File: config.mk
export PLATFORM = sky130hd
export DESIGN_NAME = uart_i2c_cmd_bridge
export DESIGN_NICKNAME = d
export VERILOG_FILES = /design/src/rtl/uart_i2c_cmd_bridge.sv
export SDC_FILE = /design/constraint.sdc
export NUM_CORES = 1
export LEC_CHECK = 0
export ABC_AREA = 0
export CAP_MARGIN = 0
export CORE_MARGIN = 1
export CORE_UTILIZATION = 28
export CTS_CLUSTER_SIZE = 24
export DETAILED_ROUTE_END_ITERATION = 10
export SETUP_SLACK_MARGIN = 0.02
export SYNTH_ARGS = -nofsm -noshare
export SYNTH_HDL_FRONTEND = slang
export SYNTH_SLANG_ARGS = --single-unit
File: constraint.sdc
create_clock -name clk -period 7.65 [get_ports clk]
set_input_delay 1.53 -clock clk [delete_from_list [all_inputs] [get_ports clk]]
set_output_delay 1.53 -clock clk [all_outputs]
set_load 0.01 [all_outputs]
File: src/rtl/uart_i2c_cmd_bridge.sv
// UART-to-I2C command bridge: takes a two-byte host frame from the UART rx
// stream, issues the matching I2C master command/data transfers, returns any
// read bytes plus a status byte on the UART tx stream, and pulses INT_Pin.
module uart_i2c_cmd_bridge (
  input  logic       clk,
  input  logic       rstn,
  input  logic [7:0] m_tdata,
  input  logic       m_tvalid,
  output logic       m_tready,
  output logic [7:0] s_tdata,
  output logic       s_tvalid,
  input  logic       s_tready,
  input  logic       tx_busy,
  input  logic       rx_busy,
  input  logic       rx_overrun_error,
  input  logic       rx_frame_error,
  output logic [6:0] s_cmd_Addr,
  output logic       s_cmd_start,
  output logic       s_cmd_read,
  output logic       s_cmd_write,
  output logic       s_cmd_write_multiple,
  output logic       s_cmd_stop,
  output logic       s_cmd_valid,
  input  logic       s_cmd_ready,
  output logic [7:0] s_cmd_tdata,
  output logic       s_cmd_tvalid,
  output logic       s_cmd_tlast,
  input  logic       s_cmd_tready,
  input  logic [7:0] m_cmd_tdata,
  input  logic       m_cmd_tvalid,
  input  logic       m_cmd_tlast,
  output logic       m_cmd_tready,
  input  logic       missed_ack,
  output logic       INT_Pin
);

  typedef enum logic [3:0] {
    IDLE, GET_ADDR, GET_B2, WR_CMD, WR_DATA, RD_CMD, RD_DATA, RD_TX,
    WAIT_IDLE, TX_STAT, DONE
  } state_t;

  state_t     state, state_next;
  logic [7:0] byte1, byte2, rd_byte;
  logic [6:0] rd_idx, rd_num;
  logic       err, err_now, rx_err, rd_last, in_txn;

  // Status-only UART flags and the I2C tlast are informational here.
  logic unused_inputs;
  assign unused_inputs = ^{tx_busy, rx_busy, m_cmd_tlast};

  assign rx_err  = rx_overrun_error | rx_frame_error;
  assign err_now = err | missed_ack;
  assign rd_num  = (byte2[6:0] == 7'd0) ? 7'd1 : byte2[6:0];
  assign rd_last = (rd_idx == rd_num - 7'd1);
  assign in_txn  = (state == WR_CMD) || (state == WR_DATA) || (state == RD_CMD) ||
                   (state == RD_DATA) || (state == RD_TX) || (state == WAIT_IDLE);

  // State register plus frame bytes, read counter, captured read byte, error flag.
  always_ff @(posedge clk) begin
    if (!rstn) begin
      state   <= IDLE;
      byte1   <= '0;
      byte2   <= '0;
      rd_byte <= '0;
      rd_idx  <= '0;
      err     <= 1'b0;
    end else begin
      state <= state_next;
      if (state == GET_ADDR && m_tvalid && !rx_err) byte1 <= m_tdata;
      if (state == GET_B2 && m_tvalid && !rx_err) begin
        byte2  <= m_tdata;
        rd_idx <= '0;
      end
      if (state == RD_DATA && m_cmd_tvalid) rd_byte <= m_cmd_tdata;
      if (state == RD_TX && s_tready) rd_idx <= rd_idx + 7'd1;
      if (state == DONE) err <= 1'b0;
      else if (in_txn && missed_ack) err <= 1'b1;
    end
  end

  // Next-state and per-state output decode; every output idles at 0.
  always_comb begin
    state_next           = state;
    m_tready             = 1'b0;
    s_tdata              = '0;
    s_tvalid             = 1'b0;
    s_cmd_Addr           = '0;
    s_cmd_start          = 1'b0;
    s_cmd_read           = 1'b0;
    s_cmd_write          = 1'b0;
    s_cmd_write_multiple = 1'b0;
    s_cmd_stop           = 1'b0;
    s_cmd_valid          = 1'b0;
    s_cmd_tdata          = '0;
    s_cmd_tvalid         = 1'b0;
    s_cmd_tlast          = 1'b0;
    m_cmd_tready         = 1'b0;
    INT_Pin              = 1'b0;
    case (state)
      IDLE: state_next = GET_ADDR;
      GET_ADDR: begin
        m_tready = 1'b1;
        if (!rx_err && m_tvalid) state_next = GET_B2;
      end
      GET_B2: begin
        m_tready = 1'b1;
        if (rx_err) state_next = GET_ADDR;
        else if (m_tvalid) state_next = byte1[0] ? RD_CMD : WR_CMD;
      end
      WR_CMD: begin
        s_cmd_Addr           = byte1[7:1];
        s_cmd_start          = 1'b1;
        s_cmd_write_multiple = 1'b1;
        s_cmd_stop           = 1'b1;
        s_cmd_valid          = 1'b1;
        if (s_cmd_ready) state_next = WR_DATA;
      end
      WR_DATA: begin
        s_cmd_tdata  = byte2;
        s_cmd_tvalid = 1'b1;
        s_cmd_tlast  = 1'b1;
        if (s_cmd_tready) state_next = WAIT_IDLE;
      end
      RD_CMD: begin
        s_cmd_Addr  = byte1[7:1];
        s_cmd_read  = 1'b1;
        s_cmd_start = (rd_idx == 7'd0);
        s_cmd_stop  = rd_last;
        s_cmd_valid = 1'b1;
        // A NACK abandons the read loop only once the command in flight is taken.
        if (s_cmd_ready) state_next = err_now ? WAIT_IDLE : RD_DATA;
      end
      RD_DATA: begin
        m_cmd_tready = 1'b1;
        if (missed_ack) state_next = WAIT_IDLE;
        else if (m_cmd_tvalid) state_next = RD_TX;
      end
      RD_TX: begin
        s_tdata  = rd_byte;
        s_tvalid = 1'b1;
        if (s_tready) state_next = (err_now || rd_last) ? WAIT_IDLE : RD_CMD;
      end
      WAIT_IDLE: if (s_cmd_ready) state_next = TX_STAT;
      TX_STAT: begin
        s_tdata  = err ? 8'hFF : 8'h00;
        s_tvalid = 1'b1;
        if (s_tready) state_next = DONE;
      end
      DONE: begin
        INT_Pin    = 1'b1;
        state_next = GET_ADDR;
      end
      default: state_next = IDLE;
    endcase
  end

endmodule

Yosys cells after proc, flatten, opt, wreduce, memory -nomap -nowiden
Index checks and enable logic that the tools add are counted.

Add/subtract/negate cells: 2. Eq/ne operators: 20. Mux-type cells: 32. Bitwise operators: 3. Reductions and logical operators: 25.

Operators by type and width (number): 4-bit two-way mux (13); 4-bit case mux with 10 select lines (1); 7-bit two-way mux (4); 4-bit by 3-bit equality test with 1-bit output (second input constant) (4); 8-bit two-way mux (2); 8-bit case mux with 2 select lines (1); 7-bit zero test (2); 4-bit equality test (second input constant) (3); 2-bit inequality test (second input constant) (6); 2-bit OR reduction (5); 9-bit AND reduction (1); 4-bit by 2-bit equality test with 1-bit output (second input constant) (2); 1-bit logical AND (8); 1-bit two-way mux (8); 7-bit by 1-bit adder with 7-bit output (second input constant) (1); 7-bit equality test (1); 7-bit by 1-bit subtractor with 7-bit output (second input constant) (1); 1-bit logical OR (6); 3-bit inequality test (second input constant) (2); 4-bit by 1-bit equality test with 1-bit output (second input constant) (1); 4-bit zero test (1); 1-bit case mux with 2 select lines (2); 3-bit two-way mux (1); 2-bit by 1-bit inequality test with 1-bit output (second input constant) (1); 4 further kinds (5).

Flip-flop bits (word level): 36. Input bits: 29. Output and inout bits: 35. Logic and storage cells: 88.

Logic depth before layout (Yosys ltp)
Gate-level depths: netlist of the first run.

Word-level depth: 8. Depth in mapped cells: 9. Depth with buffers taken out: 9.

Worst setup path after synthesis of the first run
OpenSTA, ideal clock, no wires.

Kind: reg-to-output. From: register byte2[2]. To: output port s_cmd_stop. Arrival time: 2339 ps. Data required time: 6120 ps. Setup slack: 3781 ps. Stages on the path, launching flop included: 9. Buffers on the path: 0. Cells stage by stage: dfxtp_1 -> nor4_1 -> a21oi_2 -> ha_1 -> nor2b_1 -> o311a_1 -> a2111oi_4 -> nand3_1 -> nand2_1.

Longest elaborated chain between the ends: 5.

RTL lines: from (decl) (RTL line 43) `logic [7:0] byte1, byte2, rd_byte;`; from (signal assigned) (RTL line 71) `byte2 <= m_tdata;`; 7-bit zero test (RTL line 53) `assign rd_num = (byte2[6:0] == 7'd0) ? 7'd1 : byte2[6:0];`; 7-bit two-way mux * (RTL line 53); 7-bit by 1-bit subtractor with 7-bit output * (RTL line 54) `assign rd_last = (rd_idx == rd_num - 7'd1);`; 7-bit equality test * (RTL line 54); 1-bit case mux with 2 select lines * (RTL line 99) `case (state)`; to (decl) (RTL line 22) `output logic s_cmd_stop,`.

Every way passes the cells marked *; elsewhere a longest branch is shown, timed or not.

Final worst setup path of the first run
Same ends and word-level chain as after synthesis.

==> results.json, run 1 <==
{
  "cts_setup_buffers": 0,
  "setup.worst_path.start": "byte2[2]",
  "cts_tree": "built",
  "met2_usage_pct": 21.97,
  "p_int_uw": 400.6,
  "netSwitchingFraction_pct": 35.28,
  "cpLargestDelayFamily": "simple AND/OR/NAND/NOR gates",
  "finalWorstSetupSlack_ps": 2659,
  "antenna_found_initial": 0,
  "syn-instance-count": 278,
  "cp-end-kind": "primary output",
  "start_kind": "flop",
  "clock_latency_ps": 290,
  "clk_pin_slew_ps": 80,
  "fin_area_sq_um": 2972,
  "drtIter0Drc": 193,
  "hold_start": "rd_byte[0]",
  "antenna_left": 0,
  "cts_buffers": 5,
  "skew_ps": 8.483,
  "critPathMaxStageDelay_ps": 660,
  "p_seq_share_pct": 39.0,
  "synth_compound_gate_area_share_pct": 16.51,
  "top_usage_layer": "met2",
  "comb_power_share_pct": 33.2,
  "yosysWarnings": 0,
  "synth_top_area_share_pct": 32.45,
  "preCtsSetupSlack_ps": 2962,
  "cts_root_buf": "clkbuf_8",
  "synth_top_family_by_area": "simple AND/OR/NAND/NOR gates",
  "synth_ff_type": "dfxtp_1",
  "switching_power_uw": 218.3,
  "fp-row-count": 32,
  "timing.final.crit_share_pct": 65.24,
  "r2r_cells": 8,
  "leakagePower_nw": 1.198,
  "start_util_pct": 28.89,
  "yosysTopAreaCell": "dfxtp_1",
  "finalHoldViolCount": 0,
  "required_ps": 6120,
  "port_buffers": 59,
  "p_per_area_nw_per_um2": 208.3,
  "clock_sinks": 36,
  "holdWs_ps": 472.4,
  "grtUsageMet3_pct": 3.099,
  "grt_overflow": 0,
  "nNetsFinal": 360,
  "vias": 2086,
  "hold_depth": 2,
  "vdd_drop_max_mv": 0.07324,
  "post-route-util_pct": 38.66,
  "finalSetupTns_ps": 0,
  "crit_arrival_ps": 3460,
  "area_delta_synth_final_pct": 33.80,
  "placed_area_sq_um": 2860,
  "grt_pass1_wl_microns": 9356,
  "r2r-start": "byte2[2]",
  "drive_gt1_share_pct": 4.559,
  "die_h_microns": 91.06,
  "drt_first_pass_iters": 4,
  "syn_area_per_cell_sq_um": 7.989,
  "worst-slew-pin-transition_ps": 1062,
  "synth_mux_area_share_pct": 7.211,
  "cp_slowest_cell": "nor4_1",
  "synth-edff-count": 0,
  "slew_viol_final": 0,
  "synth-simple-area-share_pct": 32.17,
  "period_needed_ps": 4991,
  "wl_per_cell_microns": 13.54,
  "drt-total-wl_microns": 5835,
  "maxSlewHeadroom_pct": 28.96,
  "grt_pass1_vias": 1904,
  "synth_seq_cells": 36,
  "place_hpwl_microns": 4098,
  "synth_cell_types": 52,
  "post_synth_most_frequent_cells": "nand2_1, dfxtp_1, nor2b_1",
  "rsz0062_at_grt": "false",
  "gp_congestion": 0.7972,
  "hold_class": "flop to flop",
  "io_pins": 64,
  "drv_cap": 0,
  "diodes": 0,
  "crit_fanout": 9,
  "async_flop_share_pct": 0,
  "finalSetupViolCount": 0,
  "n_fill_cell": 823,
  "worstSetupPathType": "flop to primary output",
  "crit_cells": 9,
  "path_buf_inv": 1,
  "clockPowerShare_pct": 27.8,
  "yosysMostFrequentCell": "nand2_1",
  "grt_start_max_net_pins": 34,
  "syn_area_sq_um": 2221,
  "die-area_sq_um": 8292,
  "fp.dieW_microns": 91.06,
  "synthAdderAreaFrac_pct": 1.690,
  "cts_hold_buf": 0,
  "htreeDepth": 2,
  "via_per_inst": 4.840,
  "drc_errors": 0,
  "use_met1_pct": 19.48,
  "grt_use_total_pct": 14.07,
  "crit_chain": "nor4_1, a21oi_2, ha_1, nor2b_1, o311a_1, a2111oi_4, nand3_1, nand2_1, clkdlybuf4s50_1",
  "coreArea_sq_um": 7687,
  "synth_seq_area_share_pct": 32.45,
  "ys_top_cells_by_area": "dfxtp_1, nor2b_1, mux2i_1, nand2_1, nand3_1",
  "synthesis.nets": 310,
  "status": "completed",
  "fmax_mhz": 200.4,
  "cts_resized": 0,
  "synth-xor-area-share_pct": 3.944,
  "cts_buffer_depth": 2
}
[worst register-to-register path, delay by kind of cell, from the launching register on]
family | cells | cell delay [ps]
fa+ha+maj | 1 | 290
flops | 1 | 390
simple gates | 2 | 820
compound gates | 5 | 1200
[final timing paths]
kind,slack (ps),to
setup / recovery,2660,s_cmd_stop
hold reg to reg,470,rd_byte[0]
hold / removal,470,rd_byte[0]
setup reg to reg,4840,state[0]
[power by group through the flow]
stage,sequential [mW],clock [mW],combinational [mW]
final,0.241,0.172,0.205
after detailed placement,0.244,0,0.205
after floorplan,0.212,0,0.167
after global placement,0.244,0,0.204
after CTS,0.240,0.175,0.206
after global routing,0.246,0.183,0.226
[sequential cells by signal, summed over array words and instances (netlist names)]
signal   flops
byte1        8
byte2        8
err          1
rd_byte      8
rd_idx       7
state        4
[layout make-up]
cell class                 count  area (sq um)  share of cell area (%)
sequential                    36         720.7                   24.25
multi-input combinational    215          1376                   46.32
inverter                      10         37.54                   1.263
clock inverter                 3         42.54                   1.432
timing repair buffer          60         598.1                   20.13
tap                          102         127.6                   4.295
clock buffer                   5         68.82                   2.316
[layer usage]
metal,part of all wire [%],vias up
met5,0,-
met4,0.86,0
met3,4.3,6
met2,44,58
met1,51,958
li1,-,1064
[kinds of logic after synthesis]
group                    count (synthesis)
flip-flops                              36
AND/OR/NAND/NOR                        135
XOR/XNOR                                10
multiplexers                            16
adder cells (fa/ha/maj)                  3
buffers and inverters                   27
AO/OA/AOI/OAI                           50
other                                    1
[through the flow]
step	std cells	total power [mW]
floorplan	278	0.3792
global placement	423	0.4479
detailed placement	423	0.4494
CTS	431	0.6210
global route	431	0.6548
finish	431	0.6189
[cells in the final DEF (no fill, tap or decap), types with 2 or more instances in the layout]
master	count
nand3_1	16
a21boi_0	9
o21ai_0	7
and3b_1	2
o211a_1	2
mux2i_1	16
nor3_1	3
nand4_1	3
and2_1	8
clkbuf_8	5
nand2b_1	2
xnor2_1	6
a31oi_1	6
clkdlybuf4s50_1	59
ha_1	3
dfxtp_1	36
nor4_1	3
nor2b_1	28
nor4b_1	3
a21oi_1	9
nor2_1	17
o221ai_1	2
xor2_1	4
nand2_1	39
inv_1	10
and3_1	3
No activity file was read; power rests on OpenSTA's default activity.
==> run 2: changes to the inputs <==
- clock period: 7.65 -> 5.15 ns (I/O delays scaled with it)
==> results.json, run 2 (same netlist as run 1, synthesis figures left out) <==
{
  "timing.final.crit_share_pct": 87.23,
  "drive_gt1_share_pct": 4.848,
  "fp-row-count": 32,
  "total_power_uw": 920.1,
  "mostFrequentLayoutCell": "clkdlybuf4s50_1",
  "htreeDepth": 2,
  "fp.dieW_microns": 91.06,
  "die_h_microns": 91.06,
  "cts_resized": 0,
  "gp_congestion": 0.8009,
  "cts_buffer_depth": 2,
  "slew_viol_final": 0,
  "cts_root_buf": "clkbuf_8",
  "cts_tree": "built",
  "cts_setup_buffers": 0,
  "finalHoldViolCount": 0,
  "grt_overflow": 0,
  "vias": 2099,
  "drt-total-wl_microns": 5876,
  "diodes": 0,
  "hold_depth": 2,
  "post-route-util_pct": 38.75,
  "cts_hold_buf": 0,
  "place_hpwl_microns": 4169,
  "drtIter0Drc": 182,
  "mostFrequentLayoutCells": "clkdlybuf4s50_1, nand2_1, dfxtp_1",
  "skew_ps": 5.638,
  "reg_top3": "byte1 (8), byte2 (8), rd_byte (8)",
  "p_per_area_nw_per_um2": 308.8,
  "clk_pin_slew_ps": 80,
  "clock_sinks": 36,
  "grt_start_max_net_pins": 34,
  "start_util_pct": 28.89,
  "grt_use_total_pct": 14.75,
  "wl_per_cell_microns": 13.60,
  "period_needed_ps": 4492,
  "via_per_inst": 4.859,
  "fmax_mhz": 222.6,
  "maxSlewHeadroom_pct": 29.24,
  "antenna_left": 0,
  "status": "completed",
  "drt_first_pass_iters": 4,
  "crit_arrival_ps": 3460,
  "required_ps": 4120,
  "drv_cap": 0,
  "port_buffers": 59,
  "area_delta_synth_final_pct": 34.14,
  "grt_pass1_vias": 1945,
  "finalSetupViolCount": 0,
  "rsz0062_at_grt": "false",
  "coreArea_sq_um": 7687,
  "worstSetupPathType": "flop to primary output",
  "crit_fanout": 9,
  "vdd_drop_max_mv": 0.1277,
  "r2r_cells": 8,
  "cts_buffers": 5,
  "grt_pass1_wl_microns": 9798,
  "cp-end-kind": "primary output",
  "start_kind": "flop",
  "clock_latency_ps": 290,
  "drc_errors": 0,
  "io_pins": 64,
  "finalSetupTns_ps": 0,
  "die-area_sq_um": 8292,
  "nNetsFinal": 361,
  "leakagePower_nw": 1.204,
  "hold_class": "flop to flop",
  "worst-slew-pin-transition_ps": 1058,
  "antenna_found_initial": 0
}
[run 2: report_power, final]
group          internal (mW)  switching, mW  leakage [nW]
combinational          0.155          0.152         0.858
clock                  0.143          0.111        0.0541
sequential             0.298         0.0607         0.291
total                  0.597          0.323          1.20
[run 2: area by class of cell]
cell class                 count  area [sq um]
inverter                      10         37.54
fill                         797          4708
timing repair buffer          61         605.6
sequential                    36         720.7
tap                          102         127.6
clock inverter                 3         42.54
clock buffer                   5         68.82
multi-input combinational    215          1376
[run 2: per-layer routing]
metal	up-vias	part of all wire [%]	global-route usage, %
li1	1068	-	-
met1	970	52	20.93
met2	56	43	21.97
met3	5	4.3	3.266
met4	0	1.0	4.762
met5	-	0	0
[run 2: worst max-delay path, cell delays in order, from the launching register on]
cell	delay, ps
dfxtp_1	390
nor4_1	590
a21oi_2	140
ha_1	280
nand2_1	90
xnor2_1	60
a2111oi_0	820
nand3_1	140
nand2_1	120
clkdlybuf4s50_1	540
[run 2: worst paths after layout]
kind	startpoint	end	slack, ps
hold reg to reg	rd_byte[3]	rd_byte[3]	470
setup reg to reg	byte2[2]	state[0]	2320
setup / recovery	byte2[2]	s_cmd_stop	660
hold / removal	rd_byte[3]	rd_byte[3]	470
[run 2: metrics by stage]
step | instance area [sq um] | hold slack, ps | instances | worst slack (ps)
floorplan | 2221 | 443.7 | 278 | 1781
global placement | 2868 | 453.2 | 424 | 1052
detailed placement | 2868 | 464.5 | 424 | 1010
CTS | 2979 | 476.4 | 432 | 677.7
global route | 2979 | 496.3 | 432 | 317.6
finish | 2979 | 471.5 | 432 | 657.5
